**config.mk**
```make
export PLATFORM = sky130hd
export DESIGN_NAME = mem_access_ctrl
export DESIGN_NICKNAME = d
export VERILOG_FILES = /design/src/rtl/mem_access_ctrl_pkg.sv /design/src/rtl/mem_access_ctrl_timeout_cnt.sv /design/src/rtl/mem_access_ctrl.sv
export SDC_FILE = /design/constraint.sdc
export NUM_CORES = 1
export LEC_CHECK = 0
export ABC_AREA = 1
export CORE_MARGIN = 10
export CORE_UTILIZATION = 39
export DETAILED_ROUTE_END_ITERATION = 16
export PLACE_DENSITY = 0.77
export SYNTH_ARGS = -nofsm -noshare
export SYNTH_HDL_FRONTEND = slang
export SYNTH_HIERARCHICAL = 1
export SYNTH_SLANG_ARGS = --single-unit
```
**constraint.sdc**
```tcl
create_clock -name clk -period 7.2 [get_ports clk]
set_input_delay 2.16 -clock clk [delete_from_list [all_inputs] [get_ports clk]]
set_output_delay 2.16 -clock clk [all_outputs]
set_load 0.02 [all_outputs]
```
**src/rtl/mem_access_ctrl_pkg.sv**
```systemverilog
// rtl/mem_access_ctrl_pkg.sv - shared FSM encoding and EX/MEM control-word layout
package mem_access_ctrl_pkg;

  typedef enum logic [1:0] {
    ST_IDLE   = 2'd0,
    ST_ACCESS = 2'd1,
    ST_DONE   = 2'd2
  } state_t;

  localparam int MEMREAD  = 6;
  localparam int MEMWRITE = 5;
  localparam int REGWRITE = 4;
  localparam int MEMTOREG = 3;
  localparam int BUBBLE   = 0;

  localparam logic [6:0] BUBBLE_CTRL = 7'd1;

  function automatic logic is_mem_op(input logic [6:0] ctrl);
    return !ctrl[BUBBLE] && (ctrl[MEMREAD] || ctrl[MEMWRITE]);
  endfunction

endpackage

```
**src/rtl/mem_access_ctrl_timeout_cnt.sv**
```systemverilog
// rtl/mem_access_ctrl_timeout_cnt.sv - 8-bit wait counter that flags an access abort
module mem_timeout_cnt #(
  parameter int LIMIT = 255
) (
  input  logic clk,
  input  logic reset,
  input  logic clear,
  input  logic enable,
  output logic expire
);

  localparam logic [7:0] LIM = LIMIT[7:0];

  logic [7:0] count;

  // Saturates at LIMIT so a stuck access keeps reporting expiry until cleared.
  always_ff @(posedge clk or negedge reset) begin
    if (!reset) begin
      count <= '0;
    end else if (clear) begin
      count <= '0;
    end else if (enable && !expire) begin
      count <= count + 8'd1;
    end
  end

  assign expire = enable && (count == LIM);

endmodule

```
**src/rtl/mem_access_ctrl.sv**
```systemverilog
// rtl/mem_access_ctrl.sv - MEM pipeline stage: data-memory handshake, stall and MEM/WB register
module mem_access_ctrl
  import mem_access_ctrl_pkg::*;
#(
  parameter int TIMEOUT = 255,
  parameter int DW      = 32
) (
  input  logic          clk,
  input  logic          reset,
  input  logic [6:0]    ctrl_in,
  input  logic [DW-1:0] addr_in,
  input  logic [DW-1:0] wdata_in,
  input  logic [4:0]    regdst_in,
  output logic          dmem_req,
  output logic          dmem_we,
  output logic [DW-1:0] dmem_addr,
  output logic [DW-1:0] dmem_wdata,
  input  logic          dmem_ack,
  input  logic [DW-1:0] dmem_rdata,
  output logic          stall,
  output logic          wb_valid,
  output logic          wb_regwrite,
  output logic [DW-1:0] wb_data,
  output logic [4:0]    wb_regdst,
  output logic          err_misalign,
  output logic          err_timeout
);

  state_t state, state_nxt;

  logic          op_write, op_regwrite, op_memtoreg;
  logic [DW-1:0] op_addr, op_wdata;
  logic [4:0]    op_regdst;

  logic       evaluate, mem_op, misalign, accept, expire;
  logic [6:0] eff_ctrl;
  logic       unused_ctrl;

  // DONE takes a new op exactly like IDLE; gating with reset keeps stall/req low while held in reset.
  assign evaluate    = reset && (state != ST_ACCESS);
  assign mem_op      = is_mem_op(ctrl_in);
  assign misalign    = mem_op && (addr_in[1:0] != 2'b00);
  assign accept      = evaluate && mem_op && !misalign;
  assign eff_ctrl    = misalign ? BUBBLE_CTRL : ctrl_in;
  assign unused_ctrl = ^ctrl_in[2:1];

  mem_timeout_cnt #(.LIMIT(TIMEOUT)) u_timeout_cnt (
    .clk    (clk),
    .reset  (reset),
    .clear  (accept),
    .enable (state == ST_ACCESS),
    .expire (expire)
  );

  always_ff @(posedge clk or negedge reset) begin
    if (!reset) begin
      state <= ST_IDLE;
    end else begin
      state <= state_nxt;
    end
  end

  always_comb begin
    state_nxt  = state;
    dmem_req   = 1'b0;
    dmem_we    = 1'b0;
    dmem_addr  = '0;
    dmem_wdata = '0;
    stall      = 1'b0;
    case (state)
      ST_IDLE, ST_DONE: begin
        state_nxt = ST_IDLE;
        if (accept) begin
          dmem_req   = 1'b1;
          dmem_we    = ctrl_in[MEMWRITE];
          dmem_addr  = addr_in;
          dmem_wdata = wdata_in;
          stall      = 1'b1;
          state_nxt  = ST_ACCESS;
        end
      end
      ST_ACCESS: begin
        if (expire) begin
          state_nxt = ST_IDLE;
        end else begin
          dmem_req   = 1'b1;
          dmem_we    = op_write;
          dmem_addr  = op_addr;
          dmem_wdata = op_wdata;
          stall      = !dmem_ack;
          if (dmem_ack) state_nxt = ST_DONE;
        end
      end
      default: state_nxt = ST_IDLE;
    endcase
  end

  always_ff @(posedge clk or negedge reset) begin
    if (!reset) begin
      op_write     <= 1'b0;
      op_regwrite  <= 1'b0;
      op_memtoreg  <= 1'b0;
      op_addr      <= '0;
      op_wdata     <= '0;
      op_regdst    <= '0;
      wb_valid     <= 1'b0;
      wb_regwrite  <= 1'b0;
      wb_data      <= '0;
      wb_regdst    <= '0;
      err_misalign <= 1'b0;
      err_timeout  <= 1'b0;
    end else begin
      case (state)
        ST_IDLE, ST_DONE: begin
          if (misalign) err_misalign <= 1'b1;
          if (accept) begin
            op_write    <= ctrl_in[MEMWRITE];
            op_regwrite <= ctrl_in[REGWRITE];
            op_memtoreg <= ctrl_in[MEMTOREG];
            op_addr     <= addr_in;
            op_wdata    <= wdata_in;
            op_regdst   <= regdst_in;
            wb_valid    <= 1'b0;
            wb_regwrite <= 1'b0;
          end else begin
            wb_valid    <= !eff_ctrl[BUBBLE];
            wb_regwrite <= eff_ctrl[REGWRITE] && !eff_ctrl[BUBBLE];
            wb_data     <= addr_in;
            wb_regdst   <= regdst_in;
          end
        end
        ST_ACCESS: begin
          if (expire) begin
            err_timeout <= 1'b1;
            wb_valid    <= 1'b0;
            wb_regwrite <= 1'b0;
          end else if (dmem_ack) begin
            wb_valid    <= 1'b1;
            wb_regwrite <= op_regwrite && !op_write;
            wb_data     <= op_memtoreg ? dmem_rdata : op_addr;
            wb_regdst   <= op_regdst;
          end
        end
        default: ;
      endcase
    end
  end

endmodule

```
==> metrics <==
area occupied by multi-input gates 0.00330 mm2; final non-filler cell total 1386; Slew HR 23.8%; status completed; Top delay family on crit path buffers and inverters; initial antenna violation count 0; RSZ-0062 raised after global routing no; Seq/Total Area, Yosys 42.7%; Final Skew 0.00900 ns; Die Wd 156 um; Leakage Power 0.00486 uW; core area 0.0181 mm2; Layout Utilization 55.6%; crit path kind primary input to output port; final setup vio count 0; critical-path cell list clkdlybuf4s50_1 > nor2_1 > nor2_1 > nand3_4 > buf_4 > buf_4 > nand2_1 > clkdlybuf4s50_1; GRT Total Usage 17.9%; root buf cell clkbuf_16; HPWL Detailed 14.8 mm; CP required 5.04 ns; IO buf count 216; Critical Path AT 4.64 ns; Power Density 229 mW/mm2; slowest stage delay, CP 0.62 ns; H-tree levels 4; max_cap viols 0; die area 0.0243 mm2; largest net degree at the start of global routing 66; setup TNS 0 ns; vias in the first global route 6616; Setup Slack @ Placement 0.398 ns; Final Max Slew Viols 0; crit path buf inv count 4; Max VDD drop 0.000166 V; DRC 0; first-pass GRT wire length 34.9 mm; Register Area 0.00308 mm2; initial DRC count 354; FF+latch count, synth 123; Initial Util 39.8%; PostCTS Resize Cnt 0; Core Rows 49; CTS max path bufs 2; Tot Pwr 2300 uW; Tmin final 6.80 ns; Post-Synthesis Mean Instance Area 7.58 um2; via count 6752; die height 156 um; setup ws final 0.403 ns; Hold Crit Class flip-flop to flip-flop; Syn. warnings 6; final RePlAce weighted congestion 0.820; cts hold-fix bufs 0; CTS tree yes; Post-CTS Setup Bufs 0; Mapped Cells 951; mapped cell area 0.00720 mm2; share of cells above drive strength 1 15.4%; placed insts 1354; Vias/cell 4.87; clk sinks 123; Fillers 1671; cts bufs inserted 17; total gr overflow 0; Unique masters post-synth 27; CP max stage cell clkdlybuf4s50_1; I/O pins 219; crit path max fanout 25; final net count 1256; nature of the critical path endpoint output port; Layout area overhead 39.6%; routed wire length per instance 15.8 um; critical path launch point type primary input; DR pass1 iterations 5; clock slew at reported path FFs 0.05 ns; Synth Net Count 1063; final hold violations 0; worst-margin pin slew 1.14 ns; FMAX 147 MHz; Final Cycle Share 94.4%; WL final 21.9 mm; clk_lat worst skew 0.41 ns; Final ANT Viol Nets 0
[synthesized netlist by cell type]
| library cell | number | area, um2 |
|---|---|---|
| nand2_1 | 357 | 1340 |
| dfrtp_1 | 123 | 3080 |
| inv_1 | 114 | 428 |
| o21ai_2 | 111 | 972 |
| nand3_1 | 84 | 420 |
| o21ai_0 | 39 | 195 |
| nor2_1 | 22 | 82.6 |
| buf_6 | 19 | 214 |
| buf_2 | 13 | 65.1 |
| o21ai_1 | 13 | 65.1 |
| clkbuf_1 | 10 | 37.5 |
| buf_1 | 9 | 33.8 |
| buf_4 | 7 | 52.6 |
| nand2_2 | 5 | 31.3 |
| a21oi_1 | 4 | 20.0 |
| inv_2 | 3 | 11.3 |
| nor2_2 | 3 | 18.8 |
| nor2_4 | 3 | 33.8 |
| o21bai_1 | 3 | 22.5 |
| nand2_4 | 2 | 22.5 |
| a21oi_2 | 1 | 8.76 |
| ha_1 | 1 | 12.5 |
| inv_4 | 1 | 6.26 |
| nand3_2 | 1 | 10.0 |
| nand3b_1 | 1 | 7.51 |
| nand4_1 | 1 | 6.26 |
| xor2_1 | 1 | 8.76 |
[power breakdown]
part           leakage [uW]  switching, uW  internal (uW)
Clock              0.000302            304            587
Sequential          0.00153           94.0            807
Combinational       0.00302            274            239
Total               0.00486            672           1630
[flip-flops by register name, summed over array words and instances, names as in the netlist]
name,flops
op_regwrite,1
err_timeout,1
wb_regwrite,1
wb_regdst,5
wb_data,32
err_misalign,1
op_addr,32
op_memtoreg,1
wb_valid,1
u_timeout_cnt/count,8
state,2
op_regdst,5
op_wdata,32
op_write,1
[path summary, 6_finish.rpt]
| check | from | endpoint | slack [ns] | depth (start not counted) |
|---|---|---|---|---|
| worst max-delay path | ctrl_in[5] | stall | 0.40 | 8 |
| worst min-delay path | op_wdata[3] | op_wdata[3] | 0.48 | 2 |
| worst max register to register | state[0] | wb_data[26] | 4.14 | 7 |
| worst min register to register | op_wdata[3] | op_wdata[3] | 0.48 | 2 |
| max in group asynchronous | reset | wb_data[14] | 3.90 | 3 |
| min in group asynchronous | reset | err_misalign | 1.93 | 2 |
[layer usage]
| layer | track usage (%) | share of wire (%) |
|---|---|---|
| met3 | 6.29 | 8.0 |
| met2 | 30.0 | 50 |
| met4 | 6.16 | 1.7 |
| met1 | 20.9 | 40 |
| met5 | 0 | 0 |
[per-stage QoR]
step | hold slack, ns | area [um2]
after floorplan | 0.449 | 7200
after global placement | 0.463 | 9440
after detailed placement | 0.468 | 9440
after CTS | 0.482 | 10100
after global routing | 0.495 | 10100
final | 0.477 | 10100
[cell families after synthesis]
group,synth area share (%)
and+or+nand+nor,27.4
adders and majority gates,0.174
buffers and inverters,11.8
AOI/OAI and AO/OA,17.8
DFF,42.7
xor gates and xnor gates,0.122
[area by class of cell]
type	instances	area share [%]
clock inverter	7	1.12
antenna	1	0.0249
inverter	118	4.43
multi-input combinational	652	32.8
sequential	123	30.6
clock buffer	24	4.99
tap	229	2.85
timing repair buffer	232	23.2
[placed cells by master (no fill, tap or decap)]
cell type	synthesis	routed
nand2_1	357	356
clkdlybuf4s50_1	0	215
dfrtp_1	123	122
inv_1	114	114
o21ai_2	111	110
nand3_1	84	84
o21ai_0	39	39
nor2_1	22	22
clkbuf_16	0	17
o21ai_1	13	13
buf_4	7	12
nand2_2	5	6
clkbuf_8	0	5
a21oi_1	4	4
buf_12	0	4
inv_2	3	3
nor2_4	3	3
nor2_2	3	3
o21bai_1	3	3
bufinv_16	0	3
clkinv_2	0	3
clkbuf_1	10	2
nand2_4	2	2
diode_2	0	1
nand3_4	0	1
inv_4	1	1
o21ai_4	0	1
clkinvlp_4	0	1
buf_6	19	1
dfrtp_2	0	1
a21oi_2	1	1
nand3b_1	1	1
nand4_1	1	1
xor2_1	1	1
ha_1	1	1
[worst reg2reg max path, delay by kind of cell (launching register included)]
kind | cells | cell delay (ns)
buf+inv | 2 | 0.70
flops | 1 | 0.52
simple gates | 5 | 1.73
Power figures use the tool's default switching activity.
